`src/rtl/arm_pkg.sv`:
```
// Shared definitions for the memory port arbiter.
// - arm_state_e : arbiter FSM encoding (IDLE, BUSY_D, BUSY_I, RESP)
// - arm_grant_e : which side owns the backing port for the current access
// - ADDR_W_DEF / DATA_W_DEF / MAX_WAIT_DEF : default widths and fairness limit
// - CNT_W       : width of the fetch wait counter (fairness build only)
package arm_pkg;

    localparam int ADDR_W_DEF   = 64;
    localparam int DATA_W_DEF   = 64;
    localparam int MAX_WAIT_DEF = 4;
    localparam int CNT_W        = 4;

    typedef enum logic [1:0] {
        IDLE   = 2'd0,
        BUSY_D = 2'd1,
        BUSY_I = 2'd2,
        RESP   = 2'd3
    } arm_state_e;

    typedef enum logic {
        GRANT_D = 1'b0,
        GRANT_I = 1'b1
    } arm_grant_e;

endpackage

```
`src/rtl/mem_port_arbiter_if.sv`:
```
// Bus bundle between the pipeline, the arbiter and the backing memory.
// Ports of the bundle:
// - fetch side : if_req, if_addr -> if_rdata, if_done, stall_if
// - data side  : dm_req, dm_we, dm_addr, dm_wdata -> dm_rdata, dm_done, stall_mem
// - memory side: mem_valid, mem_we, mem_addr, mem_wdata <- mem_ready, mem_rdata
// - status     : busy
// Handshake: x_req is a level held until the one-cycle x_done pulse; the
// requester drops it in the cycle x_done is high. mem_valid is registered and
// mem_we/addr/wdata stay stable until mem_ready is seen high at a rising edge
// while mem_valid is high; that edge completes the memory transfer.
// Modports: slave = arbiter, master = pipeline plus memory (the bench).
interface mem_port_arbiter_if
    import arm_pkg::*;
#(
    parameter int ADDR_W = ADDR_W_DEF,
    parameter int DATA_W = DATA_W_DEF
);
    logic              if_req;
    logic [ADDR_W-1:0] if_addr;
    logic [DATA_W-1:0] if_rdata;
    logic              if_done;
    logic              dm_req;
    logic              dm_we;
    logic [ADDR_W-1:0] dm_addr;
    logic [DATA_W-1:0] dm_wdata;
    logic [DATA_W-1:0] dm_rdata;
    logic              dm_done;
    logic              mem_valid;
    logic              mem_we;
    logic [ADDR_W-1:0] mem_addr;
    logic [DATA_W-1:0] mem_wdata;
    logic              mem_ready;
    logic [DATA_W-1:0] mem_rdata;
    logic              stall_if;
    logic              stall_mem;
    logic              busy;

    modport slave (
        input  if_req, if_addr, dm_req, dm_we, dm_addr, dm_wdata, mem_ready, mem_rdata,
        output if_rdata, if_done, dm_rdata, dm_done, mem_valid, mem_we, mem_addr,
               mem_wdata, stall_if, stall_mem, busy
    );

    modport master (
        output if_req, if_addr, dm_req, dm_we, dm_addr, dm_wdata, mem_ready, mem_rdata,
        input  if_rdata, if_done, dm_rdata, dm_done, mem_valid, mem_we, mem_addr,
               mem_wdata, stall_if, stall_mem, busy
    );

endinterface

```
`src/rtl/mem_arb_grant_sel.sv`:
```
// Grant decision for the memory port arbiter.
// Build option: ARB_FAIRNESS_EN adds a 4-bit wait counter that forces a fetch
// grant after MAX_WAIT data grants made while fetch was waiting; without it,
// data always wins and no register exists here.
// Ports:
// - clk_i, rst_i    : clock / sync reset (fairness build only)
// - arb_en_i        : arbiter is in IDLE and may grant this cycle
// - if_req_i        : fetch request level
// - dm_req_i        : data request level
// - grant_valid_o   : a grant is made this cycle
// - grant_o         : which side is granted (meaningful with grant_valid_o)
module mem_arb_grant_sel
    import arm_pkg::*;
#(
    parameter int MAX_WAIT = MAX_WAIT_DEF
) (
`ifdef ARB_FAIRNESS_EN
    input  logic       clk_i,
    input  logic       rst_i,
`endif
    input  logic       arb_en_i,
    input  logic       if_req_i,
    input  logic       dm_req_i,
    output logic       grant_valid_o,
    output arm_grant_e grant_o
);

    if ((MAX_WAIT < 1) || (MAX_WAIT > 15)) begin : g_bad_max_wait
        $error("mem_arb_grant_sel: MAX_WAIT must be in 1..15");
    end

    assign grant_valid_o = arb_en_i && (if_req_i || dm_req_i);

`ifdef ARB_FAIRNESS_EN
    logic [CNT_W-1:0] wait_cnt_q, wait_cnt_d;
    logic             force_if;

    // Fetch has waited long enough: it overrides a pending data request.
    assign force_if = if_req_i && (wait_cnt_q >= CNT_W'(MAX_WAIT));

    always_comb begin
        grant_o    = (dm_req_i && !force_if) ? GRANT_D : GRANT_I;
        wait_cnt_d = wait_cnt_q;
        if (arb_en_i) begin
            if (!if_req_i || grant_o == GRANT_I) begin
                wait_cnt_d = '0;
            end else if (wait_cnt_q != '1) begin
                // Here if_req is high and data was granted over it.
                wait_cnt_d = wait_cnt_q + 1'b1;
            end
        end
    end

    always_ff @(posedge clk_i) begin
        if (rst_i) begin
            wait_cnt_q <= '0;
        end else begin
            wait_cnt_q <= wait_cnt_d;
        end
    end
`else
    assign grant_o = dm_req_i ? GRANT_D : GRANT_I;
`endif

endmodule

```
`src/rtl/mem_port_arbiter.sv`:
```
// Shares one backing-memory port between fetch refills and data loads/stores.
// Each access runs IDLE -> BUSY_D/BUSY_I -> RESP -> IDLE; the done pulse is
// issued in the RESP cycle and requests are not sampled there.
// Build option: ARB_FAIRNESS_EN enables fetch anti-starvation in the grant
// selector (see mem_arb_grant_sel).
// Ports:
// - clk     : clock, rising edge
// - rst     : synchronous active-high reset
// - bus     : mem_port_arbiter_if.slave (fetch, data, memory, stall, busy)
// - state_o : current FSM state, for observation
module mem_port_arbiter
    import arm_pkg::*;
#(
    parameter int ADDR_W   = ADDR_W_DEF,
    parameter int DATA_W   = DATA_W_DEF,
    parameter int MAX_WAIT = MAX_WAIT_DEF
) (
    input  logic                clk,
    input  logic                rst,
    mem_port_arbiter_if.slave   bus,
    output arm_state_e          state_o
);

    arm_state_e        state_q, state_d;
    logic              mem_valid_q, mem_valid_d;
    logic              mem_we_q, mem_we_d;
    logic [ADDR_W-1:0] mem_addr_q, mem_addr_d;
    logic [DATA_W-1:0] mem_wdata_q, mem_wdata_d;
    logic [DATA_W-1:0] if_rdata_q, if_rdata_d;
    logic [DATA_W-1:0] dm_rdata_q, dm_rdata_d;
    logic              if_done_q, if_done_d;
    logic              dm_done_q, dm_done_d;

    logic              grant_valid;
    arm_grant_e        grant;
    logic [DATA_W-1:0] rdata_sel;

    mem_arb_grant_sel #(
        .MAX_WAIT(MAX_WAIT)
    ) u_grant_sel (
`ifdef ARB_FAIRNESS_EN
        .clk_i        (clk),
        .rst_i        (rst),
`endif
        .arb_en_i     (state_q == IDLE),
        .if_req_i     (bus.if_req),
        .dm_req_i     (bus.dm_req),
        .grant_valid_o(grant_valid),
        .grant_o      (grant)
    );

    // A store returns zero rather than whatever the memory drives on rdata.
    assign rdata_sel = mem_we_q ? '0 : bus.mem_rdata;

    always_comb begin
        state_d     = state_q;
        mem_valid_d = mem_valid_q;
        mem_we_d    = mem_we_q;
        mem_addr_d  = mem_addr_q;
        mem_wdata_d = mem_wdata_q;
        if_rdata_d  = if_rdata_q;
        dm_rdata_d  = dm_rdata_q;
        if_done_d   = 1'b0;
        dm_done_d   = 1'b0;
        case (state_q)
            IDLE: begin
                if (grant_valid) begin
                    mem_valid_d = 1'b1;
                    if (grant == GRANT_D) begin
                        state_d     = BUSY_D;
                        mem_we_d    = bus.dm_we;
                        mem_addr_d  = bus.dm_addr;
                        mem_wdata_d = bus.dm_wdata;
                    end else begin
                        state_d     = BUSY_I;
                        mem_we_d    = 1'b0;
                        mem_addr_d  = bus.if_addr;
                        mem_wdata_d = '0;
                    end
                end
            end
            BUSY_D, BUSY_I: begin
                if (mem_valid_q && bus.mem_ready) begin
                    mem_valid_d = 1'b0;
                    state_d     = RESP;
                    if (state_q == BUSY_D) begin
                        dm_rdata_d = rdata_sel;
                        dm_done_d  = 1'b1;
                    end else begin
                        if_rdata_d = rdata_sel;
                        if_done_d  = 1'b1;
                    end
                end
            end
            RESP:    state_d = IDLE;
            default: state_d = IDLE;
        endcase
    end

    always_ff @(posedge clk) begin
        if (rst) begin
            state_q     <= IDLE;
            mem_valid_q <= 1'b0;
            mem_we_q    <= 1'b0;
            mem_addr_q  <= '0;
            mem_wdata_q <= '0;
            if_rdata_q  <= '0;
            dm_rdata_q  <= '0;
            if_done_q   <= 1'b0;
            dm_done_q   <= 1'b0;
        end else begin
            state_q     <= state_d;
            mem_valid_q <= mem_valid_d;
            mem_we_q    <= mem_we_d;
            mem_addr_q  <= mem_addr_d;
            mem_wdata_q <= mem_wdata_d;
            if_rdata_q  <= if_rdata_d;
            dm_rdata_q  <= dm_rdata_d;
            if_done_q   <= if_done_d;
            dm_done_q   <= dm_done_d;
        end
    end

    assign bus.mem_valid = mem_valid_q;
    assign bus.mem_we    = mem_we_q;
    assign bus.mem_addr  = mem_addr_q;
    assign bus.mem_wdata = mem_wdata_q;
    assign bus.if_rdata  = if_rdata_q;
    assign bus.dm_rdata  = dm_rdata_q;
    assign bus.if_done   = if_done_q;
    assign bus.dm_done   = dm_done_q;
    assign bus.stall_if  = bus.if_req & ~if_done_q;
    assign bus.stall_mem = bus.dm_req & ~dm_done_q;
    assign bus.busy      = (state_q != IDLE);
    assign state_o       = state_q;

endmodule

```
`src/flat_wrapper.sv`:
```
// flat-port wrapper written by rule: the top's interface ports become plain ports
module mem_port_arbiter_flat import arm_pkg::*;
#(
    parameter int ADDR_W   = ADDR_W_DEF,
    parameter int DATA_W   = DATA_W_DEF,
    parameter int MAX_WAIT = MAX_WAIT_DEF
)
  (clk, rst, state_o, bus_if_req, bus_if_addr, bus_dm_req, bus_dm_we, bus_dm_addr, bus_dm_wdata, bus_mem_ready, bus_mem_rdata, bus_if_rdata, bus_if_done, bus_dm_rdata, bus_dm_done, bus_mem_valid, bus_mem_we, bus_mem_addr, bus_mem_wdata, bus_stall_if, bus_stall_mem, bus_busy);
  mem_port_arbiter_if #(.ADDR_W(ADDR_W), .DATA_W(DATA_W)) bus_i ();
  input  logic clk;
  input  logic rst;
  output arm_state_e state_o;
  input wire logic [$bits(bus_i.if_req)-1:0] bus_if_req;
  input wire logic [$bits(bus_i.if_addr)-1:0] bus_if_addr;
  input wire logic [$bits(bus_i.dm_req)-1:0] bus_dm_req;
  input wire logic [$bits(bus_i.dm_we)-1:0] bus_dm_we;
  input wire logic [$bits(bus_i.dm_addr)-1:0] bus_dm_addr;
  input wire logic [$bits(bus_i.dm_wdata)-1:0] bus_dm_wdata;
  input wire logic [$bits(bus_i.mem_ready)-1:0] bus_mem_ready;
  input wire logic [$bits(bus_i.mem_rdata)-1:0] bus_mem_rdata;
  output wire logic [$bits(bus_i.if_rdata)-1:0] bus_if_rdata;
  output wire logic [$bits(bus_i.if_done)-1:0] bus_if_done;
  output wire logic [$bits(bus_i.dm_rdata)-1:0] bus_dm_rdata;
  output wire logic [$bits(bus_i.dm_done)-1:0] bus_dm_done;
  output wire logic [$bits(bus_i.mem_valid)-1:0] bus_mem_valid;
  output wire logic [$bits(bus_i.mem_we)-1:0] bus_mem_we;
  output wire logic [$bits(bus_i.mem_addr)-1:0] bus_mem_addr;
  output wire logic [$bits(bus_i.mem_wdata)-1:0] bus_mem_wdata;
  output wire logic [$bits(bus_i.stall_if)-1:0] bus_stall_if;
  output wire logic [$bits(bus_i.stall_mem)-1:0] bus_stall_mem;
  output wire logic [$bits(bus_i.busy)-1:0] bus_busy;
  assign bus_i.if_req = bus_if_req;
  assign bus_i.if_addr = bus_if_addr;
  assign bus_i.dm_req = bus_dm_req;
  assign bus_i.dm_we = bus_dm_we;
  assign bus_i.dm_addr = bus_dm_addr;
  assign bus_i.dm_wdata = bus_dm_wdata;
  assign bus_i.mem_ready = bus_mem_ready;
  assign bus_i.mem_rdata = bus_mem_rdata;
  assign bus_if_rdata = bus_i.if_rdata;
  assign bus_if_done = bus_i.if_done;
  assign bus_dm_rdata = bus_i.dm_rdata;
  assign bus_dm_done = bus_i.dm_done;
  assign bus_mem_valid = bus_i.mem_valid;
  assign bus_mem_we = bus_i.mem_we;
  assign bus_mem_addr = bus_i.mem_addr;
  assign bus_mem_wdata = bus_i.mem_wdata;
  assign bus_stall_if = bus_i.stall_if;
  assign bus_stall_mem = bus_i.stall_mem;
  assign bus_busy = bus_i.busy;
  mem_port_arbiter #(.ADDR_W(ADDR_W), .DATA_W(DATA_W), .MAX_WAIT(MAX_WAIT)) u_core (.clk(clk), .rst(rst), .bus(bus_i), .state_o(state_o));
endmodule
```
`config.mk`:
```
export PLATFORM = sky130hd
export DESIGN_NAME = mem_port_arbiter_flat
export DESIGN_NICKNAME = d
export VERILOG_FILES = /design/src/rtl/arm_pkg.sv /design/src/rtl/mem_port_arbiter_if.sv /design/src/rtl/mem_arb_grant_sel.sv /design/src/rtl/mem_port_arbiter.sv /design/src/flat_wrapper.sv
export SDC_FILE = /design/constraint.sdc
export NUM_CORES = 1
export LEC_CHECK = 0
export BUFFER_PORTS_ARGS = -buffer_cell sky130_fd_sc_hd__buf_2
export CAP_MARGIN = 30
export CORE_AREA = 2 2 205 207
export DETAILED_ROUTE_END_ITERATION = 7
export DIE_AREA = 0 0 207 209
export PLACE_DENSITY = 0.51
export RECOVER_POWER = 25
export SLEW_MARGIN = 25
export SYNTH_ARGS = -nofsm -noshare
export SYNTH_HDL_FRONTEND = slang
export SYNTH_SLANG_ARGS = --single-unit
```
`constraint.sdc`:
```
create_clock -name clk -period 2.6 [get_ports clk]
set_input_delay 0.26 -clock clk [delete_from_list [all_inputs] [get_ports clk]]
set_output_delay 0.26 -clock clk [all_outputs]
set_load 0.02 [all_outputs]
```
Word level (Yosys, flattened, before mapping) --
Index checks and enable logic that the tools add are counted.
Storage, ports and cells: output and inout port bits 265, input port bits 262, word-level logic and storage cells 47, flip-flop bits (word level) 262
Operators by class: bitwise gates (word level) 7, reduce and logical (&&, ||, !) cells 13, mux-type cells 13, equality and inequality tests 5
Operators with widths (number):
- $mux 64 | 3
- $reduce_and 3->1 | 3
- $mux 2 | 3
- $pmux 2 s3 | 1
- $mux 1 | 5
- $not 1->1 | 5
- $eq 2x2->1 const B | 2
- $ne 2x1->1 const B | 2
- $reduce_and 2->1 | 2
- $reduce_bool 2->1 | 2
- $reduce_or 3->1 | 1
- $and 1x1->1 | 2
- $eq 2x1->1 const B | 1
- $logic_and 1x1->1 | 2
- $logic_not 2->1 | 1
- $pmux 1 s2 | 1
- $reduce_or 2->1 | 1
- $logic_or 1x1->1 | 1

Longest topological paths before layout --
Gate-level depths: netlist of the first run.
depth in word-level cells 4, depth in mapped cells 7, mapped depth without buffers 5

Modules after synthesis --
From an unflattened synthesis of the first run, not the netlist that was laid out.
Second synthesis, totals: cells, all modules 1240, area total of the unflattened synthesis 10817.9 µm²
By module, submodules not included:
- mem_port_arbiter | sequential area each 5245.0 µm², instances 1, cells each 1238, area an instance 10806.6 µm²
- mem_arb_grant_sel | sequential area each 0.0 µm², instances 1, cells each 2, area an instance 11.3 µm²

Least setup slack after synthesis of the first run --
OpenSTA, ideal clock, no wires.
path kind register to register, start register u_core.state_q[0], in the netlist u_core.state_o[0], end register u_core.mem_wdata_q[13], in the netlist u_core.bus.mem_wdata[13], setup slack 958 ps, clock period less this slack 1642 ps, stages on the path, launching flop included 8, arrival 1514 ps, required time 2472 ps, library setup time 128 ps, path through dfxtp_1 inv_1 ha_1 and2_1 buf_2 buf_2 a22oi_1 nor2_1
Between the ends: longest elaborated chain between the ends 3
Ends and longest elaborated chain:
- from (decl) | RTL line mem_port_arbiter.sv:24 | arm_state_e state_q, state_d;
- from (signal assigned) | RTL line mem_port_arbiter.sv:112 | state_q <= state_d;
- $logic_not 2->1 (*) | RTL line mem_port_arbiter.sv:45, mem_port_arbiter.sv:65
- $logic_and 1x1->1 | RTL line mem_arb_grant_sel.sv:32 | assign grant_valid_o = arb_en_i && (if_req_i || dm_req_i);
- $reduce_and 2->1 (no source line) (*)
- to (signal assigned) | RTL line mem_port_arbiter.sv:116 | mem_wdata_q <= mem_wdata_d;
- to (decl) | RTL line mem_port_arbiter.sv:28 | logic [DATA_W-1:0] mem_wdata_q, mem_wdata_d;
Every way passes the cells marked *; elsewhere a longest branch is shown, timed or not. A chain may end at the register's enable or synchronous reset.

Final worst setup path of the first run --
start register u_core.state_q[0], in the netlist u_core.state_o[0], end register u_core.mem_addr_q[57], in the netlist u_core.bus.mem_addr[57]
Between the ends: longest elaborated chain between the ends 3
Ends and longest elaborated chain:
- $logic_not 2->1 (*) | RTL line mem_port_arbiter.sv:45, mem_port_arbiter.sv:65
- $logic_and 1x1->1 | RTL line mem_arb_grant_sel.sv:32
- $reduce_and 2->1 (no source line) (*)
- to (signal assigned) | RTL line mem_port_arbiter.sv:115 | mem_addr_q <= mem_addr_d;
- to (decl) | RTL line mem_port_arbiter.sv:27 | logic [ADDR_W-1:0] mem_addr_q, mem_addr_d;
Marks and branches as above.

==> results of run 1 <==
-- cell usage in the layout (no fill, tap or decap) --
cell,n
o21bai_1,1
ha_1,4
dlygate4sd3_1,65
clkbuf_16,31
clkinv_2,5
a22oi_1,65
inv_1,6
dfxtp_2,1
clkbuf_8,7
buf_4,2
a21oi_1,129
mux2i_1,64
a211oi_2,55
o311a_1,1
clkbuf_1,139
nand2_1,258
nor3b_1,1
buf_2,393
nor4bb_1,1
a211oi_1,9
o21ai_4,1
and3_2,2
nor2b_1,66
buf_8,1
buf_12,15
o21a_4,1
bufinv_16,2
nand3_2,2
nor4b_1,1
o41ai_1,1
a21boi_0,1
and2_2,1
o21ai_0,4
o211ai_1,1
dfxtp_1,261
clkinvlp_4,1
nor2_1,129
clkinv_4,2
diode_2,2
-- critical path, delay by kind of cell, from the launching register on --
kind	cells	cell delay, ns
fa+ha+maj	1	0.33
compound gates	2	0.65
simple gates	1	0.07
flops	1	0.32
buf+inv	2	0.39
-- routing by layer --
layer,wire length (um),track usage (%),vias up
met1,14900,19.0,4676
met2,17700,27.7,373
met5,0,0,-
met4,998,5.27,0
li1,-,-,5016
met3,2310,3.38,61
-- power groups by stage --
stage / clock network, W / registers [W] / logic (W)
6_report: 0.00428 / 0.00493 / 0.00453
5_1_grt: 0.00458 / 0.00500 / 0.00494
4_1_cts: 0.00443 / 0.00493 / 0.00466
2_1_floorplan: 0 / 0.00566 / 0.00250
3_5_place_dp: 0 / 0.00500 / 0.00457
3_3_place_gp: 0 / 0.00499 / 0.00450
-- per-stage QoR --
step	cells	setup slack [ns]	hold WS [ns]
detailed placement	2147	0.724	0.444
global placement	2147	0.825	0.439
finish	2270	0.721	0.0424
global route	2269	0.526	0.0568
CTS	2268	0.720	0.0129
floorplan	1166	0.958	0.423
-- layout make-up --
type                    count  area (sq um)  area share (%)
multi-input cells         798          4610            30.7
clock inverters            10           110           0.734
inverters                   6          22.5           0.150
well taps                 539           674            4.49
repair buffers            607          3440            22.9
diodes                      2          5.00          0.0333
flip-flops and latches    262          5250            35.0
clock buffers              46           902            6.01
-- state kept, by name (all words and copies together), names as in the netlist --
signal / cells
u_core.bus.if_rdata: 64
u_core.bus.mem_valid: 1
u_core.bus.mem_we: 1
u_core.bus.dm_done: 1
u_core.bus.dm_rdata: 64
u_core.bus.mem_wdata: 64
u_core.bus.mem_addr: 64
u_core.bus.if_done: 1
u_core.state_o: 2
-- synthesized netlist by cell type, types with 6 or more instances --
cell      count  area (sq um)
inv_1         6          22.5
nand2_1     258           968
nor2_1      129           484
buf_6        10           113
nor2b_1      66           413
a211oi_2     55           688
a21oi_1     129           646
dfxtp_1     262          5250
clkbuf_1     28           105
a211oi_1      9          67.6
mux2i_1      64           641
a22oi_1      65           488
buf_4        15           113
buf_2        36           180
buf_1        11          41.3
-- kinds of logic (layout without fill, tap and decap cells) --
group / Yosys count / in the layout / synth area share (%)
AND/OR/NAND/NOR: 461 / 461 / 18.5
multiplexers: 64 / 64 / 6.15
adder cells (fa/ha/maj): 4 / 4 / 0.481
buffers and inverters: 106 / 669 / 5.52
AO/OA/AOI/OAI: 269 / 269 / 18.9
flip-flops: 262 / 262 / 50.4
other: 0 / 2 / 0
-- worst max-delay path by stage --
stage | to | slack [ns]
after floorplan | u_core.bus.mem_wdata[13]$_SDFFE_PP0P_ | 0.96
after global placement | u_core.bus.mem_addr[59]$_SDFFE_PP0P_ | 0.83
after detailed placement | u_core.bus.mem_addr[62]$_SDFFE_PP0P_ | 0.72
after CTS | u_core.bus.mem_addr[57]$_SDFFE_PP0P_ | 0.72
after global routing | u_core.bus.mem_addr[62]$_SDFFE_PP0P_ | 0.53
final | u_core.bus.mem_addr[57]$_SDFFE_PP0P_ | 0.72
==> summary.txt, run 1 <==
Status
  – Status: completed

Routing
  – Final wirelength: around 36 mm
  – Drt drc: 0
  – Via/cell ratio: 4.46
  – DR iter-0 viols: slightly below 600
  – ANT nets after route: 0
  – Routed via count: about 10000
  – WL/cell: 15.8 um
  – Router iterations before antenna repair: 4

Placed design
  – DP Wirelength: roughly 25 mm
  – Placer congestion estimate: 0.799
  – I/O Buffers: ~530
  – Post-placement cell area: between 0.01 and 0.015 sq mm

Logic synthesis
  – Syn Nets: 1432
  – Mean area per synthesized cell: 8.93 sq um
  – EDFF count, synth: 0
  – Post-synthesis instance area: 0.0104 sq mm
  – Synth unique cells: 30
  – Synth Flop Type: dfxtp_1
  – FF+latch count, synth: around 260
  – Ys async rst share: 0%
  – Synth warn: 0
  – Sequential share of the synthesized area: about half
  – Syn Inst Count: ~1200

Run
  – Max Cap Viol: 0

Worst setup path
  – Crit-path max FO: 38
  – Critical path type: flop to flop
  – CP Data Required Time: between 3 and 4 ns
  – Worst Reg-to-Reg Cells: 6
  – Reg-to-reg critical path endpoint: u_core.bus.mem_addr[57]$_SDFFE_PP0P_
  – FF-to-FF Start: u_core.state_o[0]$_SDFFE_PP0P_
  – R2R Setup Slk: 0.72 ns
  – Crit-path cells: inv_1 -> ha_1 -> o21a_4 -> buf_12 -> nor2_1 -> a211oi_2
  – Startpoint Class: flop
  – Critical Path Sink Type: flop
  – Crit path from: u_core.state_o[0]$_SDFFE_PP0P_
  – Critical path's slowest cell: o21a_4
  – Max incr delay on CP: about 0.45 ns
  – Critical Path AT: about 2.4 ns

Timing
  – Fin crit share: between 70% and 80%
  – Skew final: around 0.011 ns
  – Worst Tran Pin Value: 0.730 ns
  – Max Freq: 0.532 GHz
  – Final Hold Fails: 0
  – Unrepaired setup endpoints after global routing: no
  – Min cycle time layout: approximately 1.9 ns
  – Relative slew slack: approximately half
  – # setup viols final: 0
  – Setup TNS: 0 ns
  – Fin. max-slew vios: 0

Finish
  – Filler Cells Inserted: between 4000 and 5000
  – Post-layout util: 36.3%
  – Area added between synthesis and finish: 44.1%
  – Layout cell share with drive strength beyond 1: a little under a third
  – Final net count: ~2000
  – Final instance area: 0.0150 sq mm

Global routing
  – Vias in the first global route: between 9000 and 10000
  – First-pass GRT wire length: around 55 mm
  – Largest net degree at the start of global routing: 93
  – Overflow after GRT: 0
  – All-Layer GR Usage: approximately 16%
  – Initial antenna violation count: 1

Power and ir drop
  – Switching pwr: ~0.0050 W
  – PD cells: 916 mW/mm^2
  – P_leak: around 6.3 nW
  – Logic pwr share: 32.9%
  – Clock power frac: 31.2%
  – Internal: 0.00878 W
  – VDD IR max: 0.466 mV
  – Sw frac: 36.1%
  – Design Power: between 0.01 and 0.015 W
  – Seq pwr share: a little over a third

Clock tree
  – CTS Buf Count: 30
  – Root buf cell: clkbuf_16
  – Clock Path Buffers: 3
  – CTS resizes: 0
  – CTS tree: done
  – Hold_buf cts: 65
  – CTS Sinks: approximately 260
  – Clock latency on the worst-skew pair: 0.56 ns
  – Post-CTS Setup Inserts: 0
  – Clock transition at path regs: ~0.060 ns
  – Htree depth: 1

Min path
  – Worst hold start: bus_if_addr[61]
  – Hold depth: 3
  – Tightest Hold Check Type: input pin to flop
  – Hold EP: u_core.bus.mem_addr[61]$_SDFFE_PP0P_

Floorplan
  – Horiz. Die Dim: roughly 210 um
  – # rows: 75
  – Die ar.: between 0.04 and 0.05 sq mm
  – Initial Util: 25.2%
  – IO Pins: 527
  – Die Ht: 209 um
  – Placeable Area: 0.0413 sq mm
(Power assumes the default switching activity.)
==> run 2, diff against run 1 <==
--- a/config.mk
+++ b/config.mk
@@ -7,10 +7,10 @@
 export LEC_CHECK = 0
 export BUFFER_PORTS_ARGS = -buffer_cell sky130_fd_sc_hd__buf_2
 export CAP_MARGIN = 30
-export CORE_AREA = 2 2 205 207
+export CORE_AREA = 2 2 206 208
 export DETAILED_ROUTE_END_ITERATION = 7
-export DIE_AREA = 0 0 207 209
-export PLACE_DENSITY = 0.51
+export DIE_AREA = 0 0 208 210
+export PLACE_DENSITY = 0.5
 export RECOVER_POWER = 25
 export SLEW_MARGIN = 25
 export SYNTH_ARGS = -nofsm -noshare
==> constraint.sdc (replaced) <==
create_clock -name clk -period 1.9 [get_ports clk]
set_input_delay 0.19 -clock clk [delete_from_list [all_inputs] [get_ports clk]]
set_output_delay 0.19 -clock clk [all_outputs]
set_load 0.02 [all_outputs]
==> run 2 against run 1 <==
Sequential cell count is the same. Sequential power grew 37%. Design area grew 6.3%. Critical path type unchanged. Sequential share of layout area shrank 2.0 points. Non-clock buffer count grew 96. Routed wire length grew 4.6%. Highest routed layer unchanged. Worst setup slack lost 0.57 ns. Combinational power grew 41%. Critical path depth is the same. Power grew 39%. First-iteration DRC count shrank 11%.
==> summary.txt, run 2 (synthesis gave the netlist of run 1 again) <==
Routing
  – WL/cell: 15.9 um (was 15.8 um)
  – Final wirelength: 37.5 mm (was 35.9 mm)
  – Drt drc: 0 (unchanged)
  – Via/cell ratio: 4.48 (was 4.46)
  – Routed via count: 10600 (was 10100)
  – Router iterations before antenna repair: 5 (was 4)
  – DR iter-0 viols: 518 (was 581)
  – ANT nets after route: 0 (unchanged)

Timing
  – Fin crit share: 91.8% (was 72.3%)
  – Unrepaired setup endpoints after global routing: no (unchanged)
  – Relative slew slack: 58.2% (was 51.3%)
  – Skew final: 0.0196 ns (was 0.0108 ns)
  – Setup TNS: 0 ns (unchanged)
  – Min cycle time layout: 1.74 ns (was 1.88 ns)
  – Max Freq: 0.573 GHz (was 0.532 GHz)
  – Worst Tran Pin Value: 0.627 ns (was 0.730 ns)
  – Fin. max-slew vios: 0 (unchanged)
  – Setup ws final: 0.155 ns (was 0.721 ns)
  – # setup viols final: 0 (unchanged)
  – Final Hold Fails: 0 (unchanged)

Run
  – Max Cap Viol: 0 (unchanged)

Global routing
  – Largest net degree at the start of global routing: 77 (was 93)
  – All-Layer GR Usage: 16.2% (was 15.7%)
  – Overflow after GRT: 0 (unchanged)
  – First-pass GRT wire length: 57.1 mm (was 55.3 mm)
  – Vias in the first global route: 10300 (was 9994)
  – Initial antenna violation count: 0 (was 1)

Worst setup path
  – Crit-path cells: inv_1 -> ha_1 -> and2_2 -> buf_12 -> a22oi_1 -> nor2_1 (was inv_1 -> ha_1 -> o21a_4 -> buf_12 -> nor2_1 -> a211oi_2)
  – Critical Path Sink Type: flop (unchanged)
  – Crit-path max FO: 44 (was 38)
  – Critical Path AT: 2.20 ns (was 2.36 ns)
  – CP Data Required Time: 2.35 ns (was 3.08 ns)
  – Max incr delay on CP: 0.36 ns (was 0.45 ns)
  – Startpoint Class: flop (unchanged)
  – Critical path type: flop to flop (unchanged)
  – Worst Reg-to-Reg Cells: 6 (unchanged)
  – Critical path's slowest cell: dfxtp_1 (was o21a_4)

Min path
  – Tightest Hold Check Type: input pin to flop (unchanged)
  – Hold depth: 3 (unchanged)

Finish
  – Area added between synthesis and finish: 53.2% (was 44.1%)
  – Most frequent cells in the layout: buf_2, dfxtp_1, nand2_1 (unchanged)
  – Layout cell share with drive strength beyond 1: 29.8% (was 30.2%)
  – Ant diodes: 0 (was 2)
  – Most common cell after layout, fill and taps aside: buf_2 (unchanged)
  – Final Non-Filler Cells: 2362 (was 2270)
  – Final net count: 2068 (was 1971)
  – Post-layout util: 38.5% (was 36.3%)

Floorplan
  – Initial Util: 25.1% (was 25.2%)
  – Horiz. Die Dim: 208 um (was 207 um)
  – Placeable Area: 0.0415 sq mm (was 0.0413 sq mm)
  – Die ar.: 0.0437 sq mm (was 0.0433 sq mm)
  – Die Ht: 210 um (was 209 um)
  – IO Pins: 527 (unchanged)
  – # rows: 75 (unchanged)

Power and ir drop
  – VDD IR max: 0.829 mV (was 0.466 mV)
  – PD cells: 1200 mW/mm^2 (was 916 mW/mm^2)
  – P_leak: 6.78 nW (was 6.34 nW)

Placed design
  – Placer congestion estimate: 0.822 (was 0.799)
  – DP Wirelength: 26.8 mm (was 25.1 mm)
  – Cell Count Post-Placement: 2167 (was 2147)
  – I/O Buffers: 526 (unchanged)
  – Dpl ws: 0.165 ns (was 0.724 ns)

Clock tree
  – Clock latency on the worst-skew pair: 0.56 ns (about the same)
  – Clock Path Buffers: 3 (unchanged)
  – CTS tree: done (unchanged)
  – Clock transition at path regs: 0.06 ns (about the same)
  – CTS Buf Count: 31 (was 30)
  – CTS Sinks: 262 (unchanged)
  – Htree depth: 1 (unchanged)
  – Root buf cell: clkbuf_16 (unchanged)

Status
  – Status: completed (unchanged)
==> run 2: cell count changes in the layout (fill, tap and decap cells not counted), moves of 2 or more <==
cell	previous run	this run
dlygate4sd3_1	65	139
diode_2	2	0
buf_4	2	22
clkinv_2	5	2
clkbuf_8	7	10
buf_12	15	17
clkinv_4	2	0
==> run 2: where the power goes <==
part / internal, W / total [W] / switching, W
Clock: 0.00363 / 0.00595 / 0.00232
Combinational: 0.00234 / 0.00640 / 0.00405
Sequential: 0.00630 / 0.00676 / 0.000462
==> run 2: through the flow <==
| step | area, sq um | power, W | hold WS [ns] |
|---|---|---|---|
| 2_1_floorplan | 10400 | 0.0112 | 0.353 |
| 3_3_place_gp | 13700 | 0.0130 | 0.436 |
| 3_5_place_dp | 13700 | 0.0131 | 0.443 |
| 4_1_cts | 16100 | 0.0194 | 0.000436 |
| 5_1_grt | 15900 | 0.0201 | 0.0235 |
| 6_report | 15900 | 0.0191 | 0.0236 |
==> run 2: path summary, 6_finish.rpt <==
check	endpoint	slack, ns	from
worst min-delay path	u_core.bus.mem_addr[28]$_SDFFE_PP0P_	0.02	bus_if_addr[28]
worst max register to register	u_core.bus.mem_wdata[17]$_SDFFE_PP0P_	0.16	u_core.state_o[0]$_SDFFE_PP0P_
worst max-delay path	u_core.bus.mem_wdata[17]$_SDFFE_PP0P_	0.16	u_core.state_o[0]$_SDFFE_PP0P_
worst min register to register	u_core.bus.if_rdata[52]$_SDFFE_PP0P_	0.45	u_core.bus.if_rdata[52]$_SDFFE_PP0P_
==> run 2: critical path, delay by kind of cell, from the launching register on <==
kind            cells  cell delay, ns
compound gates      1            0.25
fa+ha+maj           1            0.28
buf+inv             2            0.30
flops               1            0.36
simple gates        2            0.40
==> run 2: timing repair <==
action                                 CTS  global route
hold buffers                           139             0
setup endpoints to repair                0             2
endpoints found under the hold margin  173             0
gates resized for setup                  0             1
setup buffers                            0             2
==> run 2: routing by layer <==
layer / global-route usage, % / vias to the layer above / part of all wire (%)
met5: 0 / - / 0
met4: 5.14 / 0 / 2.7
met3: 3.16 / 63 / 6.6
met2: 29.2 / 409 / 50
met1: 19.2 / 4907 / 41
li1: - / 5193 / -
==> run 2: area by class of cell <==
| class | instances | area (sq um) |
|---|---|---|
| inverter | 6 | 22.5 |
| clock inverter | 6 | 86.3 |
| timing repair buffer | 703 | 4370 |
| multi-input combinational | 798 | 4610 |
| tap | 539 | 674 |
| fill | 4281 | 25500 |
| sequential | 262 | 5250 |
| clock buffer | 48 | 940 |
==> run 3, diff against run 2 <==
--- a/config.mk
+++ b/config.mk
@@ -5,11 +5,12 @@
 export SDC_FILE = /design/constraint.sdc
 export NUM_CORES = 1
 export LEC_CHECK = 0
+export ABC_AREA = 1
 export BUFFER_PORTS_ARGS = -buffer_cell sky130_fd_sc_hd__buf_2
 export CAP_MARGIN = 30
-export CORE_AREA = 2 2 206 208
+export CORE_AREA = 2 2 207 209
 export DETAILED_ROUTE_END_ITERATION = 7
-export DIE_AREA = 0 0 208 210
+export DIE_AREA = 0 0 209 211
 export PLACE_DENSITY = 0.5
 export RECOVER_POWER = 25
 export SLEW_MARGIN = 25
==> run 3 against run 2 <==
Non-clock buffer count increased by 87. Die area increased by 0.96%. Critical path type is now flop to output pin. Design area increased by 6.2%.
==> summary.txt, run 3 <==
Status
  – Status: completed (unchanged)

Placed design
  – I/O Buffers: 526 (unchanged)
  – Placer congestion estimate: 0.826 (was 0.822)
  – DP Wirelength: 28.5 mm (was 26.8 mm)
  – Post-placement cell area: 0.0137 sq mm (about the same)
  – Dpl ws: 0.247 ns (was 0.165 ns)
  – Cell Count Post-Placement: 2494 (was 2167)

Timing
  – Fin. max-slew vios: 0 (unchanged)
  – Final Hold Fails: 0 (unchanged)
  – # setup viols final: 0 (unchanged)
  – Unrepaired setup endpoints after global routing: no (unchanged)
  – Max Freq: 0.556 GHz (was 0.573 GHz)
  – Setup ws final: 0.103 ns (was 0.155 ns)
  – Worst Tran Pin Value: 0.953 ns (was 0.627 ns)
  – Min cycle time layout: 1.80 ns (was 1.74 ns)
  – Setup TNS: 0 ns (unchanged)
  – Relative slew slack: 36.4% (was 58.2%)
  – Fin crit share: 94.6% (was 91.8%)
  – Skew final: 0.0269 ns (was 0.0196 ns)

Power and ir drop
  – P_leak: 8.07 nW (was 6.78 nW)
  – VDD IR max: 0.711 mV (was 0.829 mV)
  – PD cells: 1150 mW/mm^2 (was 1200 mW/mm^2)

Finish
  – Final Non-Filler Cells: 2786 (was 2362)
  – Layout cell share with drive strength beyond 1: 21.9% (was 29.8%)
  – Most common cell after layout, fill and taps aside: nand2_1 (was buf_2)
  – Ant diodes: 0 (unchanged)
  – Sequential cell area: 0.00525 sq mm (unchanged)
  – Filler Cells Inserted: 4399 (was 4281)
  – Area occupied by multi-input gates: 0.00446 sq mm (was 0.00461 sq mm)
  – Area added between synthesis and finish: 61.3% (was 53.2%)
  – Final instance area: 0.0169 sq mm (was 0.0159 sq mm)
  – Final net count: 2489 (was 2068)
  – Most frequent cells in the layout: nand2_1, buf_2, nor2_1 (was buf_2, dfxtp_1, nand2_1)

Logic synthesis
  – Top cells by count, synth: nand2_1, nor2_1, dfxtp_1 (was dfxtp_1, nand2_1, a21oi_1, nor2_1, nor2b_1)
  – Syn Inst Count: 1513 (was 1166)
  – Sequential share of the synthesized area: 49.9% (was 50.4%)
  – Syn Nets: 1779 (was 1432)
  – Post-synthesis instance area: 0.0105 sq mm (was 0.0104 sq mm)
  – Synth Flop Type: dfxtp_1 (unchanged)
  – Post-synth top area share: 49.9% (was 50.4%)
  – Synth warn: 0 (unchanged)
  – Synth unique cells: 14 (was 30)
  – Post-synth top area cell: dfxtp_1 (unchanged)
  – Ys async rst share: 0% (unchanged)
  – EDFF count, synth: 0 (unchanged)
  – Most common cell in the netlist: nand2_1 (was dfxtp_1)
  – FF+latch count, synth: 262 (unchanged)
  – Mean area per synthesized cell: 6.94 sq um (was 8.93 sq um)
  – Top post-synthesis cells by area: dfxtp_1, nand2_1, nor2_1 (was dfxtp_1, nand2_1, a211oi_2)

Floorplan
  – IO Pins: 527 (unchanged)
  – Initial Util: 25.1% (about the same)
  – Horiz. Die Dim: 209 um (was 208 um)
  – Die ar.: 0.0441 sq mm (was 0.0437 sq mm)
  – Die Ht: 211 um (was 210 um)
  – Placeable Area: 0.0418 sq mm (was 0.0415 sq mm)
  – # rows: 75 (unchanged)

Routing
  – Drt drc: 0 (unchanged)
  – ANT nets after route: 0 (unchanged)
  – Router iterations before antenna repair: 5 (unchanged)
  – Routed via count: 12300 (was 10600)
  – DR iter-0 viols: 655 (was 518)
  – Via/cell ratio: 4.41 (was 4.48)
  – WL/cell: 15.3 um (was 15.9 um)
  – Final wirelength: 42.6 mm (was 37.5 mm)

Clock tree
  – Clock transition at path regs: 0.06 ns (about the same)
  – Root buf cell: clkbuf_16 (unchanged)
  – CTS tree: done (unchanged)
  – Clock latency on the worst-skew pair: 0.58 ns (was 0.56 ns)
  – Post-CTS Setup Inserts: 0 (unchanged)
  – Clock Path Buffers: 3 (unchanged)
  – Htree depth: 1 (unchanged)
  – CTS Buf Count: 30 (was 31)
  – CTS Sinks: 262 (unchanged)

Global routing
  – First-pass GRT wire length: 65.4 mm (was 57.1 mm)
  – Initial antenna violation count: 0 (unchanged)
  – Overflow after GRT: 0 (unchanged)
  – Largest net degree at the start of global routing: 131 (was 77)
  – All-Layer GR Usage: 18.3% (was 16.2%)
  – Vias in the first global route: 11900 (was 10300)

Worst setup path
  – FF-to-FF Start: u_core.state_o[1]$_SDFFE_PP0P_ (was u_core.state_o[0]$_SDFFE_PP0P_)
  – Crit-path max FO: 17 (was 44)
  – Critical path type: flop to output pin (was flop to flop)
  – Critical Path AT: 1.61 ns (was 2.20 ns)
  – CP Data Required Time: 1.71 ns (was 2.35 ns)
  – Startpoint Class: flop (unchanged)
  – Worst Reg-to-Reg Cells: 8 (was 6)
  – R2R Setup Slk: 0.28 ns (was 0.16 ns)
  – Critical Path Sink Type: output pin (was flop)
  – Reg-to-reg critical path endpoint: u_core.bus.dm_rdata[22]$_SDFFE_PP0P_ (was u_core.bus.mem_wdata[17]$_SDFFE_PP0P_)

Min path
  – Hold depth: 5 (was 3)
  – Tightest Hold Check Type: input pin to flop (unchanged)
  – Worst hold start: bus_if_addr[12] (was bus_if_addr[28])
  – Hold EP: u_core.bus.mem_addr[12]$_SDFFE_PP0P_ (was u_core.bus.mem_addr[28]$_SDFFE_PP0P_)

Run
  – Max Cap Viol: 0 (unchanged)
-- run 3: how the worst max path moves through the flow --
stage                                         startpoint                              endpoint  slack [ns]
final                     u_core.state_o[0]$_SDFFE_PP0P_                              bus_busy        0.10
after global routing      u_core.state_o[0]$_SDFFE_PP0P_                              bus_busy        0.02
after CTS                 u_core.state_o[0]$_SDFFE_PP0P_                              bus_busy        0.05
after detailed placement                             rst  u_core.bus.mem_addr[63]$_SDFFE_PP0P_        0.25
after global placement                               rst  u_core.bus.mem_addr[63]$_SDFFE_PP0P_        0.24
after floorplan           u_core.state_o[0]$_SDFFE_PP0P_                              bus_busy        0.35
-- run 3: cell families (layout without fill, tap and decap cells) --
kind of cell / after synthesis / in the layout / synth area share (%)
and+or+nand+nor: 734 / 734 / 26.3
AOI/OAI and AO/OA: 324 / 324 / 15.4
DFF: 262 / 262 / 49.9
buffers and inverters: 189 / 923 / 7.88
adders and majority gates: 4 / 4 / 0.477
-- run 3: report_power, final --
part	switching, W	internal (W)	total, W
logic	0.00419	0.00240	0.00658
clock network	0.00244	0.00341	0.00585
registers	0.000545	0.00649	0.00704
total	0.00717	0.0123	0.0195
-- run 3: through the flow --
stage	utilization, %	power (W)	hold slack [ns]
after floorplan	-	0.0108	0.337
after global placement	32.7	0.0131	0.438
after detailed placement	32.7	0.0132	0.442
after CTS	40.9	0.0198	0.000337
after global routing	40.6	0.0206	0.0110
final	40.6	0.0195	0.0159
-- run 3: final cells by class --
cell class              instances  share of cell area [%]
inverters                      77                    1.71
clock buffers                  39                    4.99
clock inverters                17                   0.938
multi-input cells            1062                    26.4
flip-flops and latches        262                    31.0
repair buffers                790                    31.0
well taps                     539                    3.98
-- run 3: per-layer routing --
layer	vias to the layer above	wire length, um	track usage [%]
met1	5604	17700	21.9
met5	-	0	0
li1	6165	-	-
met2	450	20400	31.5
met3	81	3080	4.58
met4	0	1460	6.87
-- run 3: timing repair --
item / CTS / global route
setup endpoints to repair: 2 / 0
hold endpoints to repair: 241 / 0
gates resized for setup: 4 / 0
hold buffers: 234 / 0
-- run 3: critical path, cell delays in order, from the launching register on --
cell,delay (ns)
dfxtp_1,0.34
inv_2,0.11
ha_4,0.22
buf_12,0.18
inv_1,0.05
buf_2,0.15
